$ cat src/rtl/alu_pkg.sv
// Shared definitions for the ALU/multiply-divide unit: default width,
// op-code constants for alu_ctrl, FSM state encoding and operand-sign helpers.
package alu_pkg;

    localparam int ALU_DATA_WIDTH = 32;

    // Base op codes: {func3, func7[5]}
    localparam logic [3:0] OP_ADD  = 4'b0000;
    localparam logic [3:0] OP_SUB  = 4'b0001;
    localparam logic [3:0] OP_SLL  = 4'b0010;
    localparam logic [3:0] OP_SLT  = 4'b0100;
    localparam logic [3:0] OP_SLTU = 4'b0110;
    localparam logic [3:0] OP_XOR  = 4'b1000;
    localparam logic [3:0] OP_SRL  = 4'b1010;
    localparam logic [3:0] OP_SRA  = 4'b1011;
    localparam logic [3:0] OP_OR   = 4'b1100;
    localparam logic [3:0] OP_AND  = 4'b1110;

    // M-extension func3 codes
    localparam logic [2:0] M_MUL    = 3'b000;
    localparam logic [2:0] M_MULH   = 3'b001;
    localparam logic [2:0] M_MULHSU = 3'b010;
    localparam logic [2:0] M_MULHU  = 3'b011;
    localparam logic [2:0] M_DIV    = 3'b100;
    localparam logic [2:0] M_DIVU   = 3'b101;
    localparam logic [2:0] M_REM    = 3'b110;
    localparam logic [2:0] M_REMU   = 3'b111;

    typedef enum logic [1:0] {
        ST_IDLE = 2'b00,
        ST_MUL  = 2'b01,
        ST_DIV  = 2'b10,
        ST_DONE = 2'b11
    } alu_state_e;

    // Operand A is treated as signed for these M ops
    function automatic logic a_is_signed(input logic [2:0] f3);
        logic r;
        case (f3)
            M_MULH, M_MULHSU, M_DIV, M_REM: r = 1'b1;
            default:                        r = 1'b0;
        endcase
        return r;
    endfunction

    // Operand B is treated as signed for these M ops
    function automatic logic b_is_signed(input logic [2:0] f3);
        logic r;
        case (f3)
            M_MULH, M_DIV, M_REM: r = 1'b1;
            default:              r = 1'b0;
        endcase
        return r;
    endfunction

endpackage

$ cat src/rtl/alu_base_ops.sv
// Single-cycle base integer operations. Shifts move B by A[SHAMT_W-1:0];
// unlisted codes produce zero.
module alu_base_ops
    import alu_pkg::*;
#(
    parameter int DATA_WIDTH = ALU_DATA_WIDTH,
    parameter int SHAMT_W    = $clog2(DATA_WIDTH)
) (
    input  logic [3:0]            op,
    input  logic [DATA_WIDTH-1:0] a,
    input  logic [DATA_WIDTH-1:0] b,
    output logic [DATA_WIDTH-1:0] result
);

    logic [SHAMT_W-1:0] shamt_s;

    assign shamt_s = a[SHAMT_W-1:0];

    // Decode the base op code into a result
    always_comb begin
        result = '0;
        case (op)
            OP_ADD:  result = a + b;
            OP_SUB:  result = b - a;
            OP_SLL:  result = b << shamt_s;
            OP_SLT:  result = {{(DATA_WIDTH-1){1'b0}}, ($signed(a) < $signed(b))};
            OP_SLTU: result = {{(DATA_WIDTH-1){1'b0}}, (a < b)};
            OP_XOR:  result = a ^ b;
            OP_SRL:  result = b >> shamt_s;
            OP_SRA:  result = $unsigned($signed(b) >>> shamt_s);
            OP_OR:   result = a | b;
            OP_AND:  result = a & b;
            default: result = '0;
        endcase
    end

endmodule

$ cat src/rtl/alu_muldiv.sv
// ALU with iterative multiply (shift-add) and divide (restoring), one bit per
// cycle over DATA_WIDTH cycles on operand magnitudes, signs fixed on the final
// step. Valid/ready handshake on both sides; result held in DONE until taken.
module alu_muldiv
    import alu_pkg::*;
#(
    parameter int DATA_WIDTH = ALU_DATA_WIDTH,
    parameter int SHAMT_W    = $clog2(DATA_WIDTH)
) (
    input  logic                  clk,
    input  logic                  rst,
    input  logic                  in_valid,
    output logic                  in_ready,
    input  logic [4:0]            alu_ctrl,
    input  logic [DATA_WIDTH-1:0] bus_A,
    input  logic [DATA_WIDTH-1:0] bus_B,
    input  logic                  flush,
    output logic                  out_valid,
    input  logic                  out_ready,
    output logic [DATA_WIDTH-1:0] bus_out,
    output logic                  busy
);

    localparam int W = DATA_WIDTH;

    alu_state_e         state_r;
    logic [W-1:0]       hi_r;        // partial product high / partial remainder
    logic [W-1:0]       lo_r;        // multiplier bits / dividend-quotient bits
    logic [W-1:0]       opb_r;       // multiplicand / divisor magnitude
    logic [W-1:0]       a_raw_r;     // original A, returned for REM by zero
    logic [2:0]         func3_r;
    logic               neg_q_r;     // negate product / quotient at the end
    logic               neg_r_r;     // negate remainder at the end
    logic               dz_r;        // divisor was zero
    logic [SHAMT_W-1:0] cnt_r;

    logic               accept_s;
    logic [2:0]         func3_in_s;
    logic               a_neg_s;
    logic               b_neg_s;
    logic [W-1:0]       a_mag_s;
    logic [W-1:0]       b_mag_s;
    logic [W-1:0]       base_res_s;
    logic [W:0]         mul_sum_s;
    logic [W-1:0]       mul_hi_nxt_s;
    logic [W-1:0]       mul_lo_nxt_s;
    logic [W:0]         div_shift_s;
    logic [W:0]         div_diff_s;
    logic [W-1:0]       rem_nxt_s;
    logic [W-1:0]       quo_nxt_s;
    logic [2*W-1:0]     prod_s;
    logic [2*W-1:0]     prod_fix_s;
    logic [W-1:0]       quo_fix_s;
    logic [W-1:0]       rem_fix_s;
    logic [W-1:0]       final_s;
    logic               last_iter_s;

    assign in_ready    = (state_r == ST_IDLE) || ((state_r == ST_DONE) && out_ready);
    assign accept_s    = in_valid && in_ready && !flush;
    assign busy        = (state_r == ST_MUL) || (state_r == ST_DIV);
    assign func3_in_s  = alu_ctrl[3:1];
    assign last_iter_s = (cnt_r == SHAMT_W'(W - 1));

    alu_base_ops #(
        .DATA_WIDTH (DATA_WIDTH),
        .SHAMT_W    (SHAMT_W)
    ) u_base (
        .op     (alu_ctrl[3:0]),
        .a      (bus_A),
        .b      (bus_B),
        .result (base_res_s)
    );

    // Operand signs and magnitudes for an M op being accepted
    always_comb begin
        a_neg_s = a_is_signed(func3_in_s) & bus_A[W-1];
        b_neg_s = b_is_signed(func3_in_s) & bus_B[W-1];
        if (a_neg_s) begin
            a_mag_s = -bus_A;
        end else begin
            a_mag_s = bus_A;
        end
        if (b_neg_s) begin
            b_mag_s = -bus_B;
        end else begin
            b_mag_s = bus_B;
        end
    end

    // One shift-add multiply step and one restoring divide step
    always_comb begin
        if (lo_r[0]) begin
            mul_sum_s = {1'b0, hi_r} + {1'b0, opb_r};
        end else begin
            mul_sum_s = {1'b0, hi_r};
        end
        mul_hi_nxt_s = mul_sum_s[W:1];
        mul_lo_nxt_s = {mul_sum_s[0], lo_r[W-1:1]};

        div_shift_s = {hi_r, lo_r[W-1]};
        div_diff_s  = div_shift_s - {1'b0, opb_r};
        if (!div_diff_s[W]) begin
            rem_nxt_s = div_diff_s[W-1:0];
            quo_nxt_s = {lo_r[W-2:0], 1'b1};
        end else begin
            rem_nxt_s = div_shift_s[W-1:0];
            quo_nxt_s = {lo_r[W-2:0], 1'b0};
        end
    end

    // Sign correction and selection of the result written on the last step
    always_comb begin
        prod_s = {mul_hi_nxt_s, mul_lo_nxt_s};
        if (neg_q_r) begin
            prod_fix_s = -prod_s;
            quo_fix_s  = -quo_nxt_s;
        end else begin
            prod_fix_s = prod_s;
            quo_fix_s  = quo_nxt_s;
        end
        if (neg_r_r) begin
            rem_fix_s = -rem_nxt_s;
        end else begin
            rem_fix_s = rem_nxt_s;
        end
        final_s = '0;
        case (func3_r)
            M_MUL:                     final_s = prod_fix_s[W-1:0];
            M_MULH, M_MULHSU, M_MULHU: final_s = prod_fix_s[2*W-1:W];
            M_DIV, M_DIVU:             final_s = dz_r ? {W{1'b1}} : quo_fix_s;
            M_REM, M_REMU:             final_s = dz_r ? a_raw_r : rem_fix_s;
            default:                   final_s = '0;
        endcase
    end

    // Control FSM, iteration datapath and registered result
    always_ff @(posedge clk or posedge rst) begin
        if (rst) begin
            state_r   <= ST_IDLE;
            out_valid <= 1'b0;
            bus_out   <= '0;
            hi_r      <= '0;
            lo_r      <= '0;
            opb_r     <= '0;
            a_raw_r   <= '0;
            func3_r   <= 3'b000;
            neg_q_r   <= 1'b0;
            neg_r_r   <= 1'b0;
            dz_r      <= 1'b0;
            cnt_r     <= '0;
        end else if (flush) begin
            state_r   <= ST_IDLE;
            out_valid <= 1'b0;
            bus_out   <= '0;
            cnt_r     <= '0;
        end else begin
            case (state_r)
                ST_IDLE, ST_DONE: begin
                    if (accept_s && !alu_ctrl[4]) begin
                        state_r   <= ST_DONE;
                        out_valid <= 1'b1;
                        bus_out   <= base_res_s;
                    end else if (accept_s) begin
                        state_r   <= func3_in_s[2] ? ST_DIV : ST_MUL;
                        out_valid <= 1'b0;
                        bus_out   <= '0;
                        hi_r      <= '0;
                        lo_r      <= a_mag_s;
                        opb_r     <= b_mag_s;
                        a_raw_r   <= bus_A;
                        func3_r   <= func3_in_s;
                        neg_q_r   <= a_neg_s ^ b_neg_s;
                        neg_r_r   <= a_neg_s;
                        dz_r      <= (bus_B == '0);
                        cnt_r     <= '0;
                    end else if ((state_r == ST_DONE) && out_ready) begin
                        state_r   <= ST_IDLE;
                        out_valid <= 1'b0;
                        bus_out   <= '0;
                    end else begin
                        state_r   <= state_r;
                    end
                end
                ST_MUL, ST_DIV: begin
                    if (state_r == ST_MUL) begin
                        hi_r <= mul_hi_nxt_s;
                        lo_r <= mul_lo_nxt_s;
                    end else begin
                        hi_r <= rem_nxt_s;
                        lo_r <= quo_nxt_s;
                    end
                    if (last_iter_s) begin
                        state_r   <= ST_DONE;
                        out_valid <= 1'b1;
                        bus_out   <= final_s;
                        cnt_r     <= '0;
                    end else begin
                        cnt_r     <= cnt_r + SHAMT_W'(1);
                    end
                end
                default: begin
                    state_r   <= ST_IDLE;
                    out_valid <= 1'b0;
                    bus_out   <= '0;
                    cnt_r     <= '0;
                end
            endcase
        end
    end

endmodule

$ cat config.mk
export PLATFORM = sky130hd
export DESIGN_NAME = alu_muldiv
export DESIGN_NICKNAME = d
export VERILOG_FILES = /design/src/rtl/alu_pkg.sv /design/src/rtl/alu_base_ops.sv /design/src/rtl/alu_muldiv.sv
export SDC_FILE = /design/constraint.sdc
export NUM_CORES = 2
export LEC_CHECK = 0
export CAP_MARGIN = 10
export CORE_ASPECT_RATIO = 0.8
export CORE_MARGIN = 2
export CORE_UTILIZATION = 30
export DETAILED_ROUTE_END_ITERATION = 8
export REMOVE_ABC_BUFFERS = 1
export SYNTH_ARGS = -nofsm -noshare
export SYNTH_HDL_FRONTEND = slang
export SYNTH_SLANG_ARGS = --single-unit
$ cat constraint.sdc
create_clock -name clk -period 6.75 [get_ports clk]
set_clock_uncertainty 0.2 [all_clocks]
set_input_delay 1.0125 -clock clk [delete_from_list [all_inputs] [get_ports clk]]
set_output_delay 1.0125 -clock clk [all_outputs]
set_load 0.05 [all_outputs]
==> metrics.cfg <==
[synthesis]
synth_cell_types=95
ys_seq_area_share_pct=17.1
synth_top_area_share_pct=17.1
synthArstFlopShare_pct=100
synth.avg_cell_area_um2=7.20
ys_ff_latch=174
synth_top_cell_by_area=dfrtp_1
synth-edff-count=0
syn_area_mm2=0.0254
synth_area_leaders=dfrtp_1 17%, ha_1 9.8%, o21ai_0 7.7%
yosysWarnings=0
synthFlopType=dfrtp_1
postSynthCellCount=3528

[die]
die_height_um=264
die_area_mm2=0.0871
die_x_um=329
start_util_pct=30.3
io_pins=109
core-area_mm2=0.0839
rows=95

[pwr]
p_per_area_mw_per_mm2=461
sw_frac_of_total_pct=58.2
combPwrFrac_pct=75.2
ir_worst_vdd_mv=0.323
p_int_uw=5460
clockPowerShare_pct=7.8
report.power.total_uw=13100
p_leak_uw=0.0118
power_frac_seq_pct=17.0
p_switching_uw=7600

[routing]
met3_length_um=13500
wl_per_cell_um=25.0
avgViaCountPerCell=6.02
ant_nets=0
routed.top_layer=met5
first_iter_violations=3699
drc_errors=0
drt-met1-wl_um=53300
dr.pass1.iters=6
dr_wl_met2_um=46400
drt_wl_total_um=116000
vias=28000

[placed_design]
globalplace.congestion=1.01
placedInstanceArea_mm2=0.0278
io_buffers=108
hpwl_um=92700

[hold_path]
worstHoldStart=a_raw_r[2]
whs_path_depth=2
min_path_type=flop to flop
hold_path_end=a_raw_r[2]

[clock_network]
htreeDepth=4
cts_sinks=174
insertion_delay_ns=0.47
cts_tree=built
numCtsBuffers=17
post_cts_buffers=0
clk_pin_slew_ns=0.08
cts-root-buf=clkbuf_16
clockBufferDepth=2
post_cts_resize_count=0
hold_buffers=0

[critical_path]
worst-setup-path-type=input pin to flop
crit_slowest_cell=o311ai_0
r2r_end=bus_out[30]
timing.rr.start=lo_r[31]
path_cells=clkdlybuf4s50_1 > nor3_2 > nand2_1 > o21ai_0 > inv_1 > ha_1 > nor2b_1 > o31a_1 > o311ai_0 > nand3_1 > o21ai_0 > o21ai_0 > a211oi_1 > o31ai_1 > xnor2_1 > a221o_1 > a31oi_1 > o22ai_1
r2r_setup_slack_ns=0.82
cp_max_fo=7
critPathArrivalTime_ns=6.49
critPathRequiredTime_ns=6.88
endpoint_kind=flop
crit_path_frequent_cell=o21ai_0
critPathMaxStageDelay_ns=0.66
crit_path_start_kind=input pin
critPathBufInv=2
r2r.worst_path.cells=16
cp_top_family=compound AO/OA/AOI/OAI gates

[sta]
fin_crit_sh_pct=94.2
worst_slew_pin_slew_ns=1.27
period_needed_ns=6.36
slew_headroom_pct=14.5
final_hold_viol_count=0
setup_viol=0
holdWs_ns=0.277
slew_viol_final=0
fmax_ghz=0.157
fin_tns_setup_ns=0
rsz0062_at_grt=false

[global_routing]
grt_pass1_vias=24900
antenna_found_initial=4
grt_pass1_wl_um=169000
grt_overflow=0
groute.usage.overall_pct=25.8
grt_max_degree=93

[run_status]
status=complete, no violations

[cells_and_area]
postLayoutCoreUtil_pct=33.8
postLayoutCellArea_mm2=0.0283
drive_gt1_share_pct=6.85
num_antenna_cells=0
syn2layout_area_growth_pct=11.5
final_nets=3797

[flow_run]
maxCapViolations=0

-- sequential cells by signal, summed over array words and instances (netlist names) --
name / flops
a_raw_r: 32
bus_out: 32
hi_r: 32
lo_r: 32
opb_r: 32
cnt_r: 5
func3_r: 3
state_r: 2
dz_r: 1
neg_q_r: 1
neg_r_r: 1
out_valid: 1
-- logic make-up after synthesis --
kind of cell | count (synthesis) | synth area share (%)
AOI/OAI and AO/OA | 1176 | 29.3
xor gates and xnor gates | 254 | 8.75
adders and majority gates | 203 | 10.1
buffers and inverters | 401 | 6.30
DFF | 174 | 17.1
muxes | 153 | 7.36
and+or+nand+nor | 1167 | 21.1
-- cells in the mapped netlist, types with 19 or more instances --
cell      instances
a22oi_1          25
xnor2_1         191
a21oi_1         250
o31ai_1          37
a221oi_1         34
nand4_1          33
nand3_1          56
and3_1           24
buf_1            39
o21a_1           23
nand2b_1         30
nand2_1         430
clkbuf_1        188
o211ai_1         48
dfrtp_1         174
o22ai_1          31
nor2b_1          20
xor2_1           63
inv_1           152
nor2_1          358
mux2i_1         116
mux4_2           26
ha_1            200
or2_2            19
a31oi_1          43
a21o_1           47
a22o_1           24
or3_1            36
nor3_1           59
o21ai_0         391
a211oi_1         39
o21bai_1         21
nor4_1           27
-- routing by layer --
metal  track usage, %  vias to the layer above
li1                 -                    12800
met4             6.45                        4
met5                0                        -
met3             7.81                      148
met2             35.5                     1449
met1             38.5                    13600
-- worst max path at each step --
stage                 from          end  slack [ns]  cells past startpoint
2_1_floorplan     lo_r[31]  bus_out[30]       -0.66                     17
3_3_place_gp   alu_ctrl[3]  bus_out[31]        0.08                     18
3_5_place_dp   alu_ctrl[3]  bus_out[31]        0.09                     18
4_1_cts        alu_ctrl[3]  bus_out[31]        0.55                     18
5_1_grt        alu_ctrl[3]  bus_out[31]        0.16                     18
6_report       alu_ctrl[3]  bus_out[31]        0.39                     18
-- power by group through the flow --
stage,clock (uW),sequential [uW],combinational [uW]
finish,1020,2220,9820
floorplan,0,2190,6350
global placement,0,2210,9460
global route,1070,2260,10600
CTS,1030,2190,9550
detailed placement,0,2210,9500
-- tightest hold or removal path: cells and delay by family, from the launching register on --
| kind | cells | cell delay, ns |
|---|---|---|
| compound gates | 1 | 0.06 |
| flops | 1 | 0.34 |
| simple gates | 1 | 0.04 |
-- placed cells by master (no fill, tap or decap), types with 110 or more instances in the layout --
| cell type | instances |
|---|---|
| nand2_1 | 430 |
| o21ai_0 | 391 |
| nor2_1 | 354 |
| a21oi_1 | 249 |
| ha_1 | 198 |
| xnor2_1 | 191 |
| dfrtp_1 | 172 |
| inv_1 | 151 |
| mux2i_1 | 116 |
| buf_4 | 110 |
-- final cells by class --
| type | instances | area (um^2) |
|---|---|---|
| fillers | 9092 | 55600 |
| multi-input cells | 2953 | 19500 |
| flip-flops and latches | 174 | 4360 |
| repair buffers | 218 | 1900 |
| well taps | 1115 | 1400 |
| inverters | 156 | 593 |
| clock buffers | 17 | 425 |
| clock inverters | 15 | 148 |
-- through the flow --
step	std cells	setup slack (ns)
final	4648	0.392
after global routing	4648	0.161
after CTS	4648	0.554
after detailed placement	4616	0.0901
after global placement	4616	0.0840
after floorplan	3283	-0.664
Power figures use the tool's default switching activity.
